===== config.mk =====
export PLATFORM = sky130hd
export DESIGN_NAME = i2s_receiver
export DESIGN_NICKNAME = d
export VERILOG_FILES = /design/src/rtl/i2s_receiver.sv
export SDC_FILE = /design/constraint.sdc
export NUM_CORES = 1
export LEC_CHECK = 0
export ABC_CLOCK_PERIOD_IN_PS = 2300
export BUFFER_PORTS_ARGS = -buffer_cell sky130_fd_sc_hd__buf_2
export CORE_AREA = 2 2 74 76
export CTS_CLUSTER_DIAMETER = 80
export DETAILED_ROUTE_END_ITERATION = 10
export DIE_AREA = 0 0 76 78
export HOLD_SLACK_MARGIN = 0.05
export PLACE_DENSITY = 0.75
export SYNTH_ARGS = -nofsm -noshare
export SYNTH_HDL_FRONTEND = slang
export SYNTH_SLANG_ARGS = --single-unit

===== constraint.sdc =====
create_clock -name s_clk -period 2.3 [get_ports s_clk]
set_input_delay 0.115 -clock s_clk [delete_from_list [all_inputs] [get_ports s_clk]]
set_output_delay 0.115 -clock s_clk [all_outputs]
set_load 0.01 [all_outputs]

===== src/rtl/i2s_receiver.sv =====
`default_nettype none
// i2s_receiver: 12-bit I2S capture framed only by word_select edges, publishing
// coherent left/right pairs with short-word detection and a lock indicator.
module i2s_receiver #(
  parameter int DATA_WIDTH = 12,
  parameter int BIT_CNT_W  = 5
) (
  input  logic                  s_clk,
  input  logic                  reset,
  input  logic                  word_select,
  input  logic                  sound_bit_in,
  output logic [DATA_WIDTH-1:0] left_out,
  output logic [DATA_WIDTH-1:0] right_out,
  output logic                  sample_valid,
  output logic                  frame_error,
  output logic                  locked
);

  typedef enum logic [2:0] {
    UNSYNC = 3'd0,
    LEFT   = 3'd1,
    WAIT_R = 3'd2,
    RIGHT  = 3'd3,
    WAIT_L = 3'd4
  } state_t;

  localparam logic [BIT_CNT_W-1:0] LAST_CNT = BIT_CNT_W'(DATA_WIDTH);

  state_t                state_q;
  logic                  ws_q;
  logic [BIT_CNT_W-1:0]  cnt_q;
  logic [DATA_WIDTH-1:0] shift_q;
  logic [DATA_WIDTH-1:0] hold_q;

  logic                  ws_edge;
  logic                  capturing;
  logic                  word_done;
  logic [BIT_CNT_W-1:0]  cnt_d;
  logic [DATA_WIDTH-1:0] shift_d;

  assign ws_edge   = (word_select != ws_q);
  assign capturing = (state_q == LEFT) || (state_q == RIGHT);
  assign shift_d   = {shift_q[DATA_WIDTH-2:0], sound_bit_in};
  assign cnt_d     = (cnt_q == LAST_CNT) ? cnt_q : cnt_q + BIT_CNT_W'(1);
  assign word_done = capturing && !ws_edge && (cnt_d == LAST_CNT);

  always_ff @(posedge s_clk or negedge reset) begin
    if (!reset) begin
      state_q      <= UNSYNC;
      ws_q         <= 1'b0;
      cnt_q        <= '0;
      shift_q      <= '0;
      hold_q       <= '0;
      left_out     <= '0;
      right_out    <= '0;
      sample_valid <= 1'b0;
      frame_error  <= 1'b0;
      locked       <= 1'b0;
    end else begin
      ws_q         <= word_select;
      sample_valid <= 1'b0;
      frame_error  <= 1'b0;
      if (ws_edge) begin
        // The bit at the edge is the I2S delay slot; the word restarts after it.
        cnt_q   <= '0;
        shift_q <= '0;
        if (capturing) begin
          frame_error <= 1'b1;
          locked      <= 1'b0;
        end
        if (!word_select) begin
          state_q <= LEFT;
        end else if (state_q == WAIT_R) begin
          state_q <= RIGHT;
        end else begin
          state_q <= UNSYNC;
        end
      end else if (capturing) begin
        cnt_q   <= cnt_d;
        shift_q <= shift_d;
        if (word_done) begin
          if (state_q == LEFT) begin
            hold_q  <= shift_d;
            state_q <= WAIT_R;
          end else begin
            left_out     <= hold_q;
            right_out    <= shift_d;
            sample_valid <= 1'b1;
            locked       <= 1'b1;
            state_q      <= WAIT_L;
          end
        end
      end
    end
  end

endmodule
`default_nettype wire


### After elaboration in Yosys (flattened, before gate mapping)

Cells that the tools add are included.

| cells by class | value |
|---|---|
| reduce and logical (&&, ||, !) cells | 10 |
| eq/ne operators | 7 |
| bitwise operators | 2 |
| multiplexer cells | 22 |
| add/subtract/negate cells | 1 |

Operator list:

| cell | count |
|---|---|
| 2-to-1 mux 11 bit | 2 |
| 2-to-1 mux 5 bit | 3 |
| 2-to-1 mux 3 bit | 4 |
| 2-to-1 mux 1 bit | 11 |
| equality test 5 x 4 -> 1 bit (second input constant) | 2 |
| AND reduction 4 bit | 2 |
| equality test 3 x 2 -> 1 bit (second input constant) | 2 |
| adder 5 x 1 -> 5 bit (second input constant) | 1 |
| 2-to-1 mux 2 bit | 2 |
| nonzero test 2 bit | 2 |
| equality test 3 x 1 -> 1 bit (second input constant) | 1 |
| AND reduction 3 bit | 1 |
| logical AND 1 bit | 2 |
| inequality test 2 bit (second input constant) | 1 |
| NOT 1 bit | 2 |
| AND reduction 2 bit | 1 |
| zero test 1 bit | 1 |
| logical OR 1 bit | 1 |
| inequality test 1 bit | 1 |

| storage, ports and cells | value |
|---|---|
| logic and storage cells | 52 |
| bits in registers | 59 |

### Longest topological paths before layout

Gate-level depths: netlist of the first run.

| depth | value |
|---|---|
| word-level depth | 7 |
| depth in mapped cells | 9 |
| depth with buffers taken out | 7 |

### Worst setup path before layout of the first run

OpenSTA, ideal clock, no wires.

| timing | value |
|---|---|
| kind | reg2reg |
| from | reg cnt_q[0] |
| to | reg left_out[11] |
| buffers on the path | 2 |
| slack | -161 ps |
| cell stages (with the launch flop) | 10 |
| library setup time | 125 ps |
| arrival | 2336 ps |
| required time | 2175 ps |
| clock period less this slack | 2461 ps |
| cell sequence | dfrtp_1 -> inv_1 -> ha_1 -> nor2b_2 -> nor3b_1 -> or4_4 -> or3_1 -> buf_6 -> buf_6 -> mux2_4 |

| between the ends | value |
|---|---|
| word-level cells in the longest chain between the ends | 5 |
| elaborated cells between the ends (all ways) | 6 |

Ends and longest elaborated chain:

| what | RTL line | source |
|---|---|---|
| start: declaration | 31 | `logic [BIT_CNT_W-1:0] cnt_q;` |
| start signal: assignment | 79 | `cnt_q <= cnt_d;` |
| adder 5 x 1 -> 5 bit or equality test 5 x 4 -> 1 bit (tied branches) | 44 | `assign cnt_d = (cnt_q == LAST_CNT) ? cnt_q : cnt_q + BIT_CNT_W'(1);` |
| 2-to-1 mux 5 bit (*) | 44 |  |
| equality test 5 x 4 -> 1 bit (*) | 45 | `assign word_done = capturing && !ws_edge && (cnt_d == LAST_CNT);` |
| logical AND 1 bit (*) | 45 |  |
| AND reduction 4 bit (no source line) (*) | - |  |
| end signal: assignment | 86 | `left_out <= hold_q;` |
| end: declaration | 12 | `output logic [DATA_WIDTH-1:0] left_out,` |

Every way passes the cells marked *; elsewhere a longest branch is shown, timed or not.
A chain may end at the register's enable or synchronous reset.

### Final worst setup path of the first run

| timing | value |
|---|---|
| from | reg cnt_q[0] |
| to | reg right_out[8] |

| between the ends | value |
|---|---|
| word-level cells in the longest chain between the ends | 5 |
| elaborated cells between the ends (all ways) | 6 |

Ends and longest elaborated chain:

| what | RTL line | source |
|---|---|---|
| adder 5 x 1 -> 5 bit or equality test 5 x 4 -> 1 bit (tied branches) | 44 |  |
| 2-to-1 mux 5 bit (*) | 44 |  |
| equality test 5 x 4 -> 1 bit (*) | 45 |  |
| logical AND 1 bit (*) | 45 |  |
| AND reduction 4 bit (no source line) (*) | - |  |
| end signal: assignment | 87 | `right_out <= shift_d;` |
| end: declaration | 13 | `output logic [DATA_WIDTH-1:0] right_out,` |

Marks and branches as above.

==> impl_metrics.yaml, run 1 <==
global_route:
  grt.overflow.total: 0
  grt_pass1_vias: 1716
  grt_start_max_net_pins: 34
  wire_length_of_the_first_global_routing_pass_um: 8490
  grt_antenna_before_repair: 0
  global_route.usage.total_pct: 18.9
finish:
  num-nets-final: 256
  layout_common_cells: "sky130_fd_sc_hd__dfrtp_1 (59), sky130_fd_sc_hd__mux2_4 (36), sky130_fd_sc_hd__buf_2 (30)"
  layout-area-overhead-vs-synth_pct: 30.6
  layout_commonest_cell: "sky130_fd_sc_hd__dfrtp_1"
  drive_above_1_share_pct: 45.9
  fin_cells: 325
  antenna_cells: 0
  fillers: 360
clock_network:
  clock_sink_count: 59
  clk_path_buf_depth: 2
  cts_htree_levels: 3
  cts_tree: "built"
  clk_root_buffer_cell: "sky130_fd_sc_hd__clkbuf_8"
  worst_skew_pair.late_latency_ns: 0.35
  worst_setup_hold_path_clk_slew_ns: 0.07
  cts_made_buffers: 9
drt:
  drt_wirelength_um: 5150
  dr.first_iter.drc_count: 93
  remaining_drc_errors: 0
  vias: 1685
  wl_per_cell_um: 15.8
  route.detailed.vias_per_inst: 5.18
  drtPass1Iterations: 4
  detail-route-antenna-nets: 0
placement:
  detailed_place_hpwl_um: 3040
  buffer_ports.inserted: 30
  placed_cells: 302
  gp_congestion: 0.755
critical_path:
  worst-endpoint-required_ns: 2.53
  worst_r2r_startpoint: "cnt_q[0]"
  critPathArrivalTime_ns: 2.57
  critical_path.max_fanout: 8
  worstSetupPathType: "reg -> reg"
  critical_path.startpoint: "cnt_q[0]"
  endpoint_kind: "flop"
  worst_setup_path_start_kind: "flop"
yosys:
  netlist_instances: 194
  synth_edf_count: 0
  synth.yosys.warnings: 0
  async_reset_ff_share_pct: 100
  synth.yosys.seq_area_share_pct: 58.3
  synthesis.nets: 200
  synth_flop_cell: "sky130_fd_sc_hd__dfrtp_1"
  synth_seq_cells: 59
  avgSynthCellArea_um2: 13.0
  ys_types: 32
  mapped_area_um2: 2530
power:
  share_clk_of_total_power_pct: 49.7
  p_int_w: 0.00206
  power_switching_w: 0.000565
  power_density_nw_per_um2: 794
  switching_share_pct: 21.5
  total_power_w: 0.00262
  power.combinational.fraction_pct: 9.2
  sequentialPowerShare_pct: 41.0
  worst_ir_drop_vdd_v: 0.000506
  leakagePower_nw: 1.77
sta:
  slew-limit-headroom_pct: 52.0
  unrepaired_setup_endpoints_after_global_routing: "true"
  finalMaxSlewViolations: 0
  achievable-frequency_ghz: 0.427
  worst_pin_slew_ns: 0.721
  finalWorstPathRequiredPeriod_ns: 2.34
  post-route-period-util_pct: 102
  setup_slack_ns: -0.0415
  clock_skew_ns: 0.00929
  totalNegativeSetupSlack_ns: -0.723
  setup_viol: 27
  timing_hold_violations_final: 0
  whs_ns: 0.364
die:
  start_util_pct: 50.2
  design.portCount: 31
  rows: 26
  dieArea_um2: 5930
  core_outline_area_um2: 5040
  horiz_die_dim_um: 76
  die-height_um: 78
outcome:
  violated_checks: "negative setup slack"
  status: "complete, but fails checks"
hold_path:
  timing.hold.worst.class: "in -> async"
flow_run:
  timing.max_cap.violations: 0
==> power by group through the flow <==
stage / logic (W) / clock network [W] / registers (W)
2_1_floorplan: 0.000104 / 0 / 0.00110
3_3_place_gp: 0.000199 / 0 / 0.00109
3_5_place_dp: 0.000205 / 0 / 0.00109
4_1_cts: 0.000220 / 0.00132 / 0.00107
5_1_grt: 0.000270 / 0.00136 / 0.00108
6_report: 0.000242 / 0.00130 / 0.00108
==> worst max-delay path, cell delays in order (launching register included) <==
cell	delay (ns)
sky130_fd_sc_hd__dfrtp_1	0.39
sky130_fd_sc_hd__inv_2	0.08
sky130_fd_sc_hd__ha_4	0.13
sky130_fd_sc_hd__nor2b_4	0.14
sky130_fd_sc_hd__nor3b_2	0.06
sky130_fd_sc_hd__or4_4	0.53
sky130_fd_sc_hd__or3_4	0.41
sky130_fd_sc_hd__clkbuf_16	0.20
sky130_fd_sc_hd__mux2_4	0.29
==> metrics by stage <==
stage | instance area [µm²] | utilization [%] | setup slack, ns
floorplan | 2540 | - | -0.137
global placement | 2850 | 56.5 | -0.0485
detailed placement | 2850 | 56.5 | -0.0904
CTS | 3210 | 63.7 | -0.0440
global route | 3310 | 65.6 | -0.105
finish | 3310 | 65.6 | -0.0415
==> sequential cells by signal, summed over array words and instances, names as in the netlist, 3 cells and up <==
register / count
cnt_q: 5
hold_q: 12
left_out: 12
right_out: 12
shift_q: 11
state_q: 3
==> cell usage after synthesis, drive strengths merged (2+ instances only) <==
| cell | number | area, µm² |
|---|---|---|
| clkbuf | 3 | 11.3 |
| ha | 2 | 25.0 |
| nor3 | 3 | 15.0 |
| or3 | 2 | 12.5 |
| and4 | 2 | 17.5 |
| dfrtp | 59 | 1480 |
| a31oi | 4 | 25.0 |
| buf | 7 | 62.6 |
| nand3 | 4 | 20.0 |
| mux2 | 36 | 503 |
| inv | 5 | 18.8 |
| a21oi | 17 | 85.1 |
| xnor2 | 2 | 17.5 |
| nor2 | 5 | 18.8 |
| or4 | 2 | 18.8 |
| nand2 | 28 | 105 |
| o21ai | 4 | 20.0 |
==> final cells by class <==
cell class              instances  area (µm²)  share of cell area (%)
clock buffers                  12         155                    4.69
clock inverters                 4         120                    3.63
inverters                       5        18.8                   0.568
multi-input cells             120        1050                    31.9
flip-flops and latches         59        1480                    44.7
well taps                      70        87.6                    2.65
repair buffers                 55         394                    11.9
==> per-layer routing <==
layer	part of all wire [%]	track usage, %	routed length (µm)	vias to the layer above
met5	0	0	0	-
met3	3.7	5.58	192	11
met1	48	23.5	2450	846
met2	46	29.6	2370	36
li1	-	-	-	792
met4	2.4	10.4	125	0
==> cell families after synthesis <==
group	after synthesis	synth area share (%)
compound gates	28	6.33
simple gates	51	9.79
flops	59	58.3
mux	36	19.9
fa+ha+maj	2	0.988
buf+inv	15	3.66
xor+xnor	3	1.04
==> what timing repair did <==
item                                   CTS  global route
pin swaps                                0             1
cloned                                   0             1
setup endpoints to repair               35            37
setup buffers                            2             1
endpoints found under the hold margin   35             0
hold buffers                             3             0
resized for setup                       11            15
==> path summary, 6_finish.rpt <==
kind	end	slack, ns	cells past startpoint
max in group asynchronous	state_q[2]	1.27	3
min in group s_clk	ws_q	0.49	2
hold reg to reg	left_out[0]	0.50	1
setup reg to reg	right_out[8]	-0.04	8
setup / recovery	right_out[8]	-0.04	8
hold / removal	hold_q[3]	0.36	2
Power figures use the tool's default switching activity.
==> inputs of run 2 (changes only) <==
- ABC_AREA: not set -> 1
- CORE_AREA: 2 2 74 76 -> 2 2 70 72
- CTS_BUF_LIST: not set -> sky130_fd_sc_hd__clkbuf_8
- DIE_AREA: 0 0 76 78 -> 0 0 72 74
- PLACE_DENSITY: 0.75 -> 0.79
==> run 2 against run 1 <==
Compared with the run above:
- the run now ends clean
- critical path depth is 6 higher
- global-route usage decreased by 0.18 points
- hold slack worse by 0.27 ns
- utilization decreased by 4.8 points
- via count increased by 2.6%
- combinational power down 44%
- maximum frequency is 14% higher
- first-iteration DRC count rose by 3.2%
==> impl_metrics.yaml, run 2 <==
outcome:
  status: "complete, no violations"
die:
  core_outline_area_um2: 4600
  dieArea_um2: 5330
  die-height_um: 74
  design.portCount: 31
  horiz_die_dim_um: 72
  start_util_pct: 51.5
  rows: 25
drt:
  drtPass1Iterations: 4
  remaining_drc_errors: 0
  dr.first_iter.drc_count: 96
  wl_per_cell_um: 12.4
  vias: 1728
  drt_wirelength_um: 4250
  route.detailed.vias_per_inst: 5.04
  detail-route-antenna-nets: 0
finish:
  reg.largest.list: "hold_q x12, left_out x12, right_out x12"
  layout-area-overhead-vs-synth_pct: 18.0
  num-nets-final: 290
  fillers: 360
  layout_commonest_cell: "sky130_fd_sc_hd__nand2_1"
  layout_common_cells: "sky130_fd_sc_hd__nand2_1 (81), sky130_fd_sc_hd__dfrtp_1 (59), sky130_fd_sc_hd__buf_2 (30)"
  final_cell_area_um2: 2800
  drive_above_1_share_pct: 22.5
  final_util_pct: 60.8
  antenna_cells: 0
critical_path:
  critPathArrivalTime_ns: 2.26
  endpoint_kind: "flop"
  worst-endpoint-required_ns: 2.50
  worstSetupPathType: "reg -> reg"
  regToRegEndpoint: "right_out[1]"
  worst_setup_path_start_kind: "flop"
  worst-r2r-cell-count: 14
  setup.reg_to_reg.worst_slack_ns: 0.25
  worst_r2r_startpoint: "cnt_q[0]"
  critical_path.startpoint: "cnt_q[0]"
  critical_path.max_fanout: 22
placement:
  gp_congestion: 0.838
  placed_cell_area_um2: 2560
  detailed_place_hpwl_um: 2780
  buffer_ports.inserted: 30
sta:
  slew-limit-headroom_pct: 32.6
  setup_viol: 0
  post-route-period-util_pct: 89.3
  timing_hold_violations_final: 0
  finalWorstPathRequiredPeriod_ns: 2.05
  worst_pin_slew_ns: 1.01
  achievable-frequency_ghz: 0.487
  clock_skew_ns: 0.00511
  unrepaired_setup_endpoints_after_global_routing: "false"
  totalNegativeSetupSlack_ns: 0
  finalMaxSlewViolations: 0
clock_network:
  cts_setup_buffers: 0
  clk_root_buffer_cell: "sky130_fd_sc_hd__clkbuf_8"
  cts_tree: "built"
  cts_made_buffers: 9
  cts_htree_levels: 3
  worst_skew_pair.late_latency_ns: 0.33
  clk_path_buf_depth: 2
  worst_setup_hold_path_clk_slew_ns: 0.06
  clock_sink_count: 59
yosys:
  synth.yosys.warnings: 0
  biggest_area_contributors_in_the_synthesized_netlist: "sky130_fd_sc_hd__dfrtp_1 (62%), sky130_fd_sc_hd__nand2_1 (13%), sky130_fd_sc_hd__inv_1 (4.3%), sky130_fd_sc_hd__o22ai_1 (3.4%), sky130_fd_sc_hd__o21ai_1 (2.7%)"
  synthesis.nets: 253
  mapped_area_um2: 2370
  avgSynthCellArea_um2: 9.59
  synth_seq_cells: 59
  synth_flop_cell: "sky130_fd_sc_hd__dfrtp_1"
  top_post_synthesis_cells_by_count: "sky130_fd_sc_hd__nand2_1 (81), sky130_fd_sc_hd__dfrtp_1 (59), sky130_fd_sc_hd__inv_1 (27), sky130_fd_sc_hd__o21ai_1 (13), sky130_fd_sc_hd__o22ai_1 (13)"
  netlist_instances: 247
  yosys.area.top_type_share_pct: 62.3
  synth_edf_count: 0
  async_reset_ff_share_pct: 100
  synth.yosys.seq_area_share_pct: 62.3
  yosys.cell_count.top_type: "sky130_fd_sc_hd__nand2_1"
  ys_types: 22
  synth.largest_area_cell: "sky130_fd_sc_hd__dfrtp_1"
global_route:
  grt_use_met2_pct: 29.1
  grt_pass1_vias: 1644
  grt_start_max_net_pins: 48
  grt.overflow.total: 0
  wire_length_of_the_first_global_routing_pass_um: 7360
  grt_antenna_before_repair: 0
  global_route.usage.total_pct: 18.7
  globalRouteMet3Util_pct: 7.32
  top_usage_layer: "met2"
  grt_use_met1_pct: 22.9
power:
  worst_ir_drop_vdd_v: 0.000525
  power_density_nw_per_um2: 781
  leakagePower_nw: 1.47
hold_path:
  timing.hold.worst_path_depth: 3
  hold_end: "hold_q[0]"
  hp-start: "sound_bit_in"
  timing.hold.worst.class: "in -> reg"
flow_run:
  timing.max_cap.violations: 0
run 2: power by group:
part	internal, W	leakage [nW]	switching [W]	total, W
clock network	0.000585	0.108	0.000389	0.000974
registers	0.00106	0.816	0.0000144	0.00107
logic	0.0000383	0.550	0.0000974	0.000136
run 2: stage by stage:
step	setup WS [ns]	cells	hold slack, ns	total power (W)
after floorplan	0.473	247	-0.181	0.00118
after global placement	0.227	325	0.264	0.00122
after detailed placement	0.169	325	0.275	0.00123
after CTS	0.118	343	0.0790	0.00220
after global routing	0.0119	343	0.101	0.00227
final	0.246	343	0.0893	0.00218
run 2: worst max path at each step:
stage	to	slack, ns	cells after the start
2_1_floorplan	left_out[11]	0.47	15
3_3_place_gp	right_out[3]	0.23	14
3_5_place_dp	right_out[1]	0.17	14
4_1_cts	right_out[1]	0.12	14
5_1_grt	right_out[5]	0.01	13
6_report	right_out[1]	0.25	14
run 2: layout make-up:
| type | count | area, µm² | area share (%) |
|---|---|---|---|
| timing repair buffer | 35 | 205 | 7.34 |
| tap | 54 | 67.6 | 2.42 |
| clock inverter | 4 | 47.5 | 1.70 |
| multi-input combinational | 150 | 724 | 25.9 |
| inverter | 29 | 109 | 3.89 |
| sequential | 59 | 1480 | 52.8 |
| clock buffer | 12 | 165 | 5.91 |
run 2: cells by family (layout without fill, tap and decap cells):
| family | after synthesis | after routing | synth area share, % |
|---|---|---|---|
| AND/OR/NAND/NOR | 103 | 103 | 18.0 |
| flip-flops | 59 | 59 | 62.3 |
| AO/OA/AOI/OAI | 44 | 44 | 10.9 |
| buffers and inverters | 38 | 80 | 7.29 |
| adder cells (fa/ha/maj) | 2 | 2 | 1.06 |
| XOR/XNOR | 1 | 1 | 0.370 |
run 2: worst max-delay path: stages (launching register included):
cell	delay, ns
sky130_fd_sc_hd__dfrtp_1	0.42
sky130_fd_sc_hd__inv_1	0.12
sky130_fd_sc_hd__ha_1	0.15
sky130_fd_sc_hd__inv_1	0.04
sky130_fd_sc_hd__nor2_1	0.13
sky130_fd_sc_hd__nand2_2	0.11
sky130_fd_sc_hd__nand2_1	0.09
sky130_fd_sc_hd__nand2_1	0.07
sky130_fd_sc_hd__nor2_2	0.11
sky130_fd_sc_hd__nand2_2	0.07
sky130_fd_sc_hd__nor2_4	0.12
sky130_fd_sc_hd__nand2_4	0.15
sky130_fd_sc_hd__buf_12	0.20
sky130_fd_sc_hd__nand2_1	0.06
sky130_fd_sc_hd__o21ai_0	0.09
run 2: layer usage:
metal	wire length, µm	part of all wire [%]	vias up
met4	105	2.5	0
li1	-	-	860
met1	2050	48	827
met3	161	3.8	8
met2	1940	46	33
met5	0	0	-
run 2: timing repair:
action                                 CTS  global route
endpoints found under the hold margin   46             0
hold buffers                             2             0
gates resized for setup                  0             1
setup endpoints to repair                0            23
